==> config.mk <==
export PLATFORM = sky130hd
export DESIGN_NAME = usq_addr_seq
export DESIGN_NICKNAME = d
export VERILOG_FILES = /design/src/rtl/usq_pkg.sv /design/src/rtl/usq_stack.sv /design/src/rtl/usq_addr_seq.sv
export SDC_FILE = /design/constraint.sdc
export NUM_CORES = 1
export LEC_CHECK = 0
export CORE_ASPECT_RATIO = 0.7
export CORE_MARGIN = 2
export CORE_UTILIZATION = 52
export DETAILED_ROUTE_END_ITERATION = 10
export PLACE_DENSITY = 0.72
export SKIP_LAST_GASP = 1
export SYNTH_ARGS = -nofsm -noshare
export SYNTH_HDL_FRONTEND = slang
export SYNTH_SLANG_ARGS = --single-unit
export TNS_END_PERCENT = 5
==> constraint.sdc <==
create_clock -name m_clk_l -period 3.22 [get_ports m_clk_l]
set_input_delay 0.322 -clock m_clk_l [delete_from_list [all_inputs] [get_ports m_clk_l]]
set_output_delay 0.322 -clock m_clk_l [all_outputs]
set_load 0.01 [all_outputs]
==> src/rtl/usq_pkg.sv <==
// Shared types and constants for the micro-sequencer address stage.
package usq_pkg;

  localparam int unsigned UADDR_W = 14;
  localparam int unsigned BUT_W   = 6;

  typedef logic [UADDR_W-1:0] uaddr_t;

  localparam logic [BUT_W-1:0] BUT_NONE = 6'h00;
  localparam logic [BUT_W-1:0] BUT_RET  = 6'h01;

  localparam uaddr_t TRAP_VEC_DEF = 14'h0010;
  localparam uaddr_t RST_VEC_DEF  = 14'h0000;

  // Sequential target: low bits of the next field OR'd with condition bits
  // for every branch code except "none" and "return".
  function automatic uaddr_t br_target(input uaddr_t           nxt,
                                       input logic [BUT_W-1:0] but,
                                       input logic [BUT_W-1:0] ubr);
    logic [BUT_W-1:0] m;
    m = ((but != BUT_NONE) && (but != BUT_RET)) ? ubr : '0;
    return {nxt[UADDR_W-1:BUT_W], nxt[BUT_W-1:0] | m};
  endfunction

endpackage

==> src/rtl/usq_stack.sv <==
// Circular micro-return stack: push, pop, or replace-top in one edge.
module usq_stack
  import usq_pkg::*;
#(
  parameter int unsigned STK_DEPTH = 8
) (
  input  logic                         clk,
  input  logic                         rst_n,
  input  logic                         push_en,
  input  logic                         pop_en,
  input  uaddr_t                       push_data,
  output uaddr_t                       top_c,
  output logic [$clog2(STK_DEPTH):0]   depth,
  output logic                         ovf_c,
  output logic                         unf_c
);

  localparam int unsigned PW = $clog2(STK_DEPTH);
  localparam int unsigned DW = PW + 1;

  uaddr_t          mem_q [STK_DEPTH];
  logic [PW-1:0]   ptr_q, ptr_d;
  logic [DW-1:0]   depth_q, depth_d;
  logic [PW-1:0]   top_idx;
  logic [PW-1:0]   wr_idx;
  logic            wr_en;
  logic            empty;
  logic            full;

  assign top_idx = PW'(ptr_q - 1'b1);
  assign empty   = (depth_q == '0);
  assign full    = (depth_q == DW'(STK_DEPTH));
  assign top_c   = mem_q[top_idx];
  assign depth   = depth_q;

  // ptr_q is the next free slot; a push on a full stack lands on the oldest entry.
  always_comb begin
    ptr_d   = ptr_q;
    depth_d = depth_q;
    wr_en   = 1'b0;
    wr_idx  = ptr_q;
    ovf_c   = 1'b0;
    unf_c   = 1'b0;
    if (pop_en && push_en) begin
      wr_en = 1'b1;
      if (empty) begin
        unf_c   = 1'b1;
        ptr_d   = PW'(ptr_q + 1'b1);
        depth_d = DW'(1);
      end else begin
        wr_idx = top_idx;
      end
    end else if (pop_en) begin
      if (empty) begin
        unf_c = 1'b1;
      end else begin
        ptr_d   = top_idx;
        depth_d = DW'(depth_q - 1'b1);
      end
    end else if (push_en) begin
      wr_en = 1'b1;
      ptr_d = PW'(ptr_q + 1'b1);
      if (full) begin
        ovf_c = 1'b1;
      end else begin
        depth_d = DW'(depth_q + 1'b1);
      end
    end
  end

  always_ff @(posedge clk or negedge rst_n) begin
    if (!rst_n) begin
      ptr_q   <= '0;
      depth_q <= '0;
    end else begin
      ptr_q   <= ptr_d;
      depth_q <= depth_d;
    end
  end

  // Entry storage carries no reset; occupancy alone defines validity.
  always_ff @(posedge clk) begin
    if (wr_en) begin
      mem_q[wr_idx] <= push_data;
    end
  end

endmodule

==> src/rtl/usq_addr_seq.sv <==
// Control-store next-address select: trap, stall, return, or branch target,
// with a micro-return stack and sticky stack error flags.
module usq_addr_seq
  import usq_pkg::*;
#(
  parameter int unsigned STK_DEPTH = 8,
  parameter uaddr_t      TRAP_VEC  = TRAP_VEC_DEF,
  parameter uaddr_t      RST_VEC   = RST_VEC_DEF
) (
  input  logic                         m_clk_l,
  input  logic                         init_l,
  input  logic                         stall_h,
  input  logic                         trap_req_h,
  input  logic [13:0]                  cs_next_h,
  input  logic                         cs_jsr_h,
  input  logic [5:0]                   cs_but_h,
  input  logic [5:0]                   ubr_or_h,
  output logic [13:0]                  cs_addr_h,
  output logic                         trap_ack_h,
  output logic [$clog2(STK_DEPTH):0]   ustk_depth_h,
  output logic                         ustk_ovf_h,
  output logic                         ustk_unf_h
);

  uaddr_t cs_addr_q, cs_addr_d;
  logic   trap_ack_q, trap_ack_d;
  logic   ovf_q, ovf_d;
  logic   unf_q, unf_d;

  logic                         push_en;
  logic                         pop_en;
  uaddr_t                       push_data;
  uaddr_t                       stk_top_c;
  logic [$clog2(STK_DEPTH):0]   stk_depth;
  logic                         stk_ovf_c;
  logic                         stk_unf_c;
  uaddr_t                       addr_inc;

  assign addr_inc = UADDR_W'(cs_addr_q + 1'b1);

  usq_stack #(
    .STK_DEPTH (STK_DEPTH)
  ) u_stack (
    .clk       (m_clk_l),
    .rst_n     (init_l),
    .push_en   (push_en),
    .pop_en    (pop_en),
    .push_data (push_data),
    .top_c     (stk_top_c),
    .depth     (stk_depth),
    .ovf_c     (stk_ovf_c),
    .unf_c     (stk_unf_c)
  );

  // Trap saves the aborted address itself so the microinstruction is retried.
  always_comb begin
    cs_addr_d  = cs_addr_q;
    trap_ack_d = 1'b0;
    push_en    = 1'b0;
    pop_en     = 1'b0;
    push_data  = addr_inc;
    if (trap_req_h) begin
      push_en    = 1'b1;
      push_data  = cs_addr_q;
      cs_addr_d  = TRAP_VEC;
      trap_ack_d = 1'b1;
    end else if (stall_h) begin
      cs_addr_d = cs_addr_q;
    end else if (cs_but_h == BUT_RET) begin
      pop_en    = 1'b1;
      push_en   = cs_jsr_h;
      cs_addr_d = (stk_depth == '0) ? RST_VEC : stk_top_c;
    end else begin
      push_en   = cs_jsr_h;
      cs_addr_d = br_target(cs_next_h, cs_but_h, ubr_or_h);
    end
    ovf_d = ovf_q | stk_ovf_c;
    unf_d = unf_q | stk_unf_c;
  end

  always_ff @(posedge m_clk_l or negedge init_l) begin
    if (!init_l) begin
      cs_addr_q  <= RST_VEC;
      trap_ack_q <= 1'b0;
      ovf_q      <= 1'b0;
      unf_q      <= 1'b0;
    end else begin
      cs_addr_q  <= cs_addr_d;
      trap_ack_q <= trap_ack_d;
      ovf_q      <= ovf_d;
      unf_q      <= unf_d;
    end
  end

  assign cs_addr_h    = cs_addr_q;
  assign trap_ack_h   = trap_ack_q;
  assign ustk_depth_h = stk_depth;
  assign ustk_ovf_h   = ovf_q;
  assign ustk_unf_h   = unf_q;

endmodule

==> flow_summary_export.csv <==
group,metric,value,unit
outcome,status,"finished clean",
sta,worst_pin_slew,0.758,ns
final_layout,layout.nets,481,
critical_path,path_max_fanout,14,
detailed_routing,postRouteAntennaNets,0,
power,p_leak,2.65,nW
placed_design,place_congestion,0.841,
sta,period_share,0.823,
sta,setup_viol,0,
synthesis,yosysSeqAreaShare,0.660,
power,peakVddDrop,0.493,mV
synthesis,synth_flop_cell,"edfxtp_1",
final_layout,syn2layout_area_growth,24.4,%
final_layout,finalInstanceArea,0.00748,mm^2
sta,rsz0062_at_grt,"false",
global_routing,grt_max_degree,34,
sta,fmax,0.378,GHz
clock_network,clock_path_buffers,2,
critical_path,cpPeakStageDelay,0.62,ns
critical_path,cp_cell_sequence,"or4_4 > nand4_1 > nand2_1 > o21ai_1 > nor3b_2 > buf_4",
synthesis,synth_seq_cells,136,
clock_network,ctsHoldBuffers,0,
final_layout,final_core_util,0.672,
detailed_routing,finalWirelength,13700,um
detailed_routing,avgViaCountPerCell,5.90,
sta,hold_slack,0.167,ns
global_routing,grtUsageTotal,0.239,
clock_network,cts_setup_buffers,0,
clock_network,cts-root-buf,"clkbuf_16",
synthesis,synth-warning-count,0,
sta,max_slew_margin,0.494,
critical_path,end_kind,"register",
min_path,worst_hold_path_type,"in2async",
clock_network,h-tree-depth,4,
power,p_total,0.00655,W
power,powerDensity,877,mW/mm^2
global_routing,gr-total-overflow,0,
clock_network,cts.sinks,136,
sta,hold_viol_final,0,
synthesis,syn_area_per_cell,16.4,um^2
power,power.share.clock,0.303,
sta,maxSlewViolCount,0,
floorplanning,start_util,0.540,
detailed_routing,firstDrtPassIters,5,
power,switching_share,0.319,
critical_path,cp_data_arrival_time,2.76,ns
clock_network,cts_resized,0,
synthesis,synth_edf_count,112,
final_layout,final_cell_mix,"112 x edfxtp_1, 51 x clkdlybuf4s50_1, 28 x mux4_2, 28 x buf_4, 23 x dfrtp_1",
critical_path,slowest_stage,"or4_4",
detailed_routing,drtIter0Drc,302,
final_layout,antenna_cells,0,
clock_network,cts_tree,"built",
sta,layout_min_cycle_time,2.65,ns
clock_network,clk_latency,0.42,ns
synthesis,synth_cell_types,50,
global_routing,grt_pass1_wl,21300,um
synthesis,netlist_instances,367,
sta,skew,0.0102,ns
placed_design,dp_hpwl,9090,um
floorplanning,pin_count,52,
detailed_routing,via_count,3611,
final_layout,final_layout_size_suffix_gt1_frac,0.244,
synthesis,async_flop_share,0.176,
final_layout,layout_commonest_cell,"edfxtp_1",
power,intPower,0.00446,W
detailed_routing,drcViolationCount,0,
sta,setup-tns-final,0,ns
synthesis,synthesis.nets,402,
floorplanning,core-area,0.0111,mm^2
global_routing,antenna_found_initial,0,
power,seq_power_share,0.369,
floorplanning,fp.dieW,132,um
synthesis,synth_area,0.00601,mm^2
critical_path,cp_data_required_time,3.33,ns
global_routing,grt_pass1_vias,3641,
critical_path,critical_path_class,"reg2reg",
detailed_routing,avgRoutedWirePerCell,22.4,um
clock_network,path_clk_slew,0.07,ns
floorplanning,row_count,32,
clock_network,numCtsBuffers,17,
placed_design,placed_area,0.00687,mm^2
floorplanning,dieArea,0.0124,mm^2
power,power_switching,0.00209,W
run,cap_violations,0,
placed_design,port_buffers,51,
critical_path,cp-start-kind,"register",
power,comb_power_share,0.328,
floorplanning,die_h,93.9,um
==> flip-flops by register name (all words and copies together) (netlist names) <==
signal / cells
u_stack.mem_q: 112
cs_addr_h: 14
u_stack.depth: 4
u_stack.ptr_q: 3
trap_ack_h: 1
ustk_ovf_h: 1
ustk_unf_h: 1
==> worst max-delay path, delay by kind of cell, from the launching register on <==
kind | cells | cell delay [ns]
compound gates | 1 | 0.33
buf+inv | 1 | 0.27
flops | 1 | 0.48
simple gates | 4 | 1.25
==> power by group through the flow <==
stage | clock network, W | logic [W] | registers, W
floorplan | 0 | 0.00149 | 0.00241
finish | 0.00198 | 0.00215 | 0.00242
global route | 0.00209 | 0.00231 | 0.00244
detailed placement | 0 | 0.00213 | 0.00244
global placement | 0 | 0.00210 | 0.00243
CTS | 0.00201 | 0.00217 | 0.00242
==> path summary, 6_finish.rpt <==
kind	startpoint	to	slack, ns	depth (start not counted)
max	u_stack.depth[1]	u_stack.mem_q[2][11]	0.57	6
min	init_l	trap_ack_h	0.17	1
max reg2reg	u_stack.depth[1]	u_stack.mem_q[2][11]	0.57	6
min reg2reg	ustk_unf_h	ustk_unf_h	0.48	1
max in group asynchronous	init_l	u_stack.ptr_q[0]	2.53	2
min in group m_clk_l	ustk_unf_h	ustk_unf_h	0.48	1
==> synthesized netlist by cell type (all sizes together) (8+ instances only) <==
| cell type | count | area share |
|---|---|---|
| nor2 | 17 | 0.011 |
| a22oi | 8 | 0.010 |
| xnor2 | 14 | 0.022 |
| nand2 | 13 | 0.0081 |
| nor3 | 8 | 0.0067 |
| buf | 11 | 0.012 |
| nor2b | 10 | 0.010 |
| a21oi | 10 | 0.0083 |
| mux2i | 16 | 0.027 |
| dfrtp | 24 | 0.10 |
| mux4 | 28 | 0.10 |
| clkbuf | 8 | 0.0050 |
| edfxtp | 112 | 0.56 |
| o22ai | 13 | 0.014 |
| nand3 | 10 | 0.010 |
==> cell families (layout without fill, tap and decap cells) <==
kind of cell    count (synthesis)  count (layout)  share of synthesized area
buf+inv                        21             113                     0.0181
compound gates                 56              56                     0.0641
simple gates                   81              81                     0.0789
xor+xnor                       21              21                     0.0319
mux                            48              48                      0.139
flops                         136             136                      0.660
fa+ha+maj                       4               4                    0.00833
==> area by class of cell <==
class / count / area, um^2
clock buffers: 17 / 425
clock inverters: 15 / 183
inverters: 2 / 7.51
fillers: 787 / 3650
well taps: 153 / 191
flip-flops and latches: 136 / 3970
repair buffers: 79 / 721
multi-input cells: 210 / 1980
==> metrics by stage <==
step | instances | setup slack, ns
2_1_floorplan | 367 | -0.0730
3_3_place_gp | 580 | 0.434
3_5_place_dp | 580 | 0.279
4_1_cts | 612 | 0.548
5_1_grt | 612 | 0.439
6_report | 612 | 0.571
==> routing by layer <==
| metal | part of all wire | global-route usage |
|---|---|---|
| met5 | 0 | 0 |
| met4 | 0.014 | 0.0851 |
| met3 | 0.059 | 0.0561 |
| met2 | 0.48 | 0.371 |
| met1 | 0.44 | 0.336 |
No activity file was read; power rests on OpenSTA's default activity.
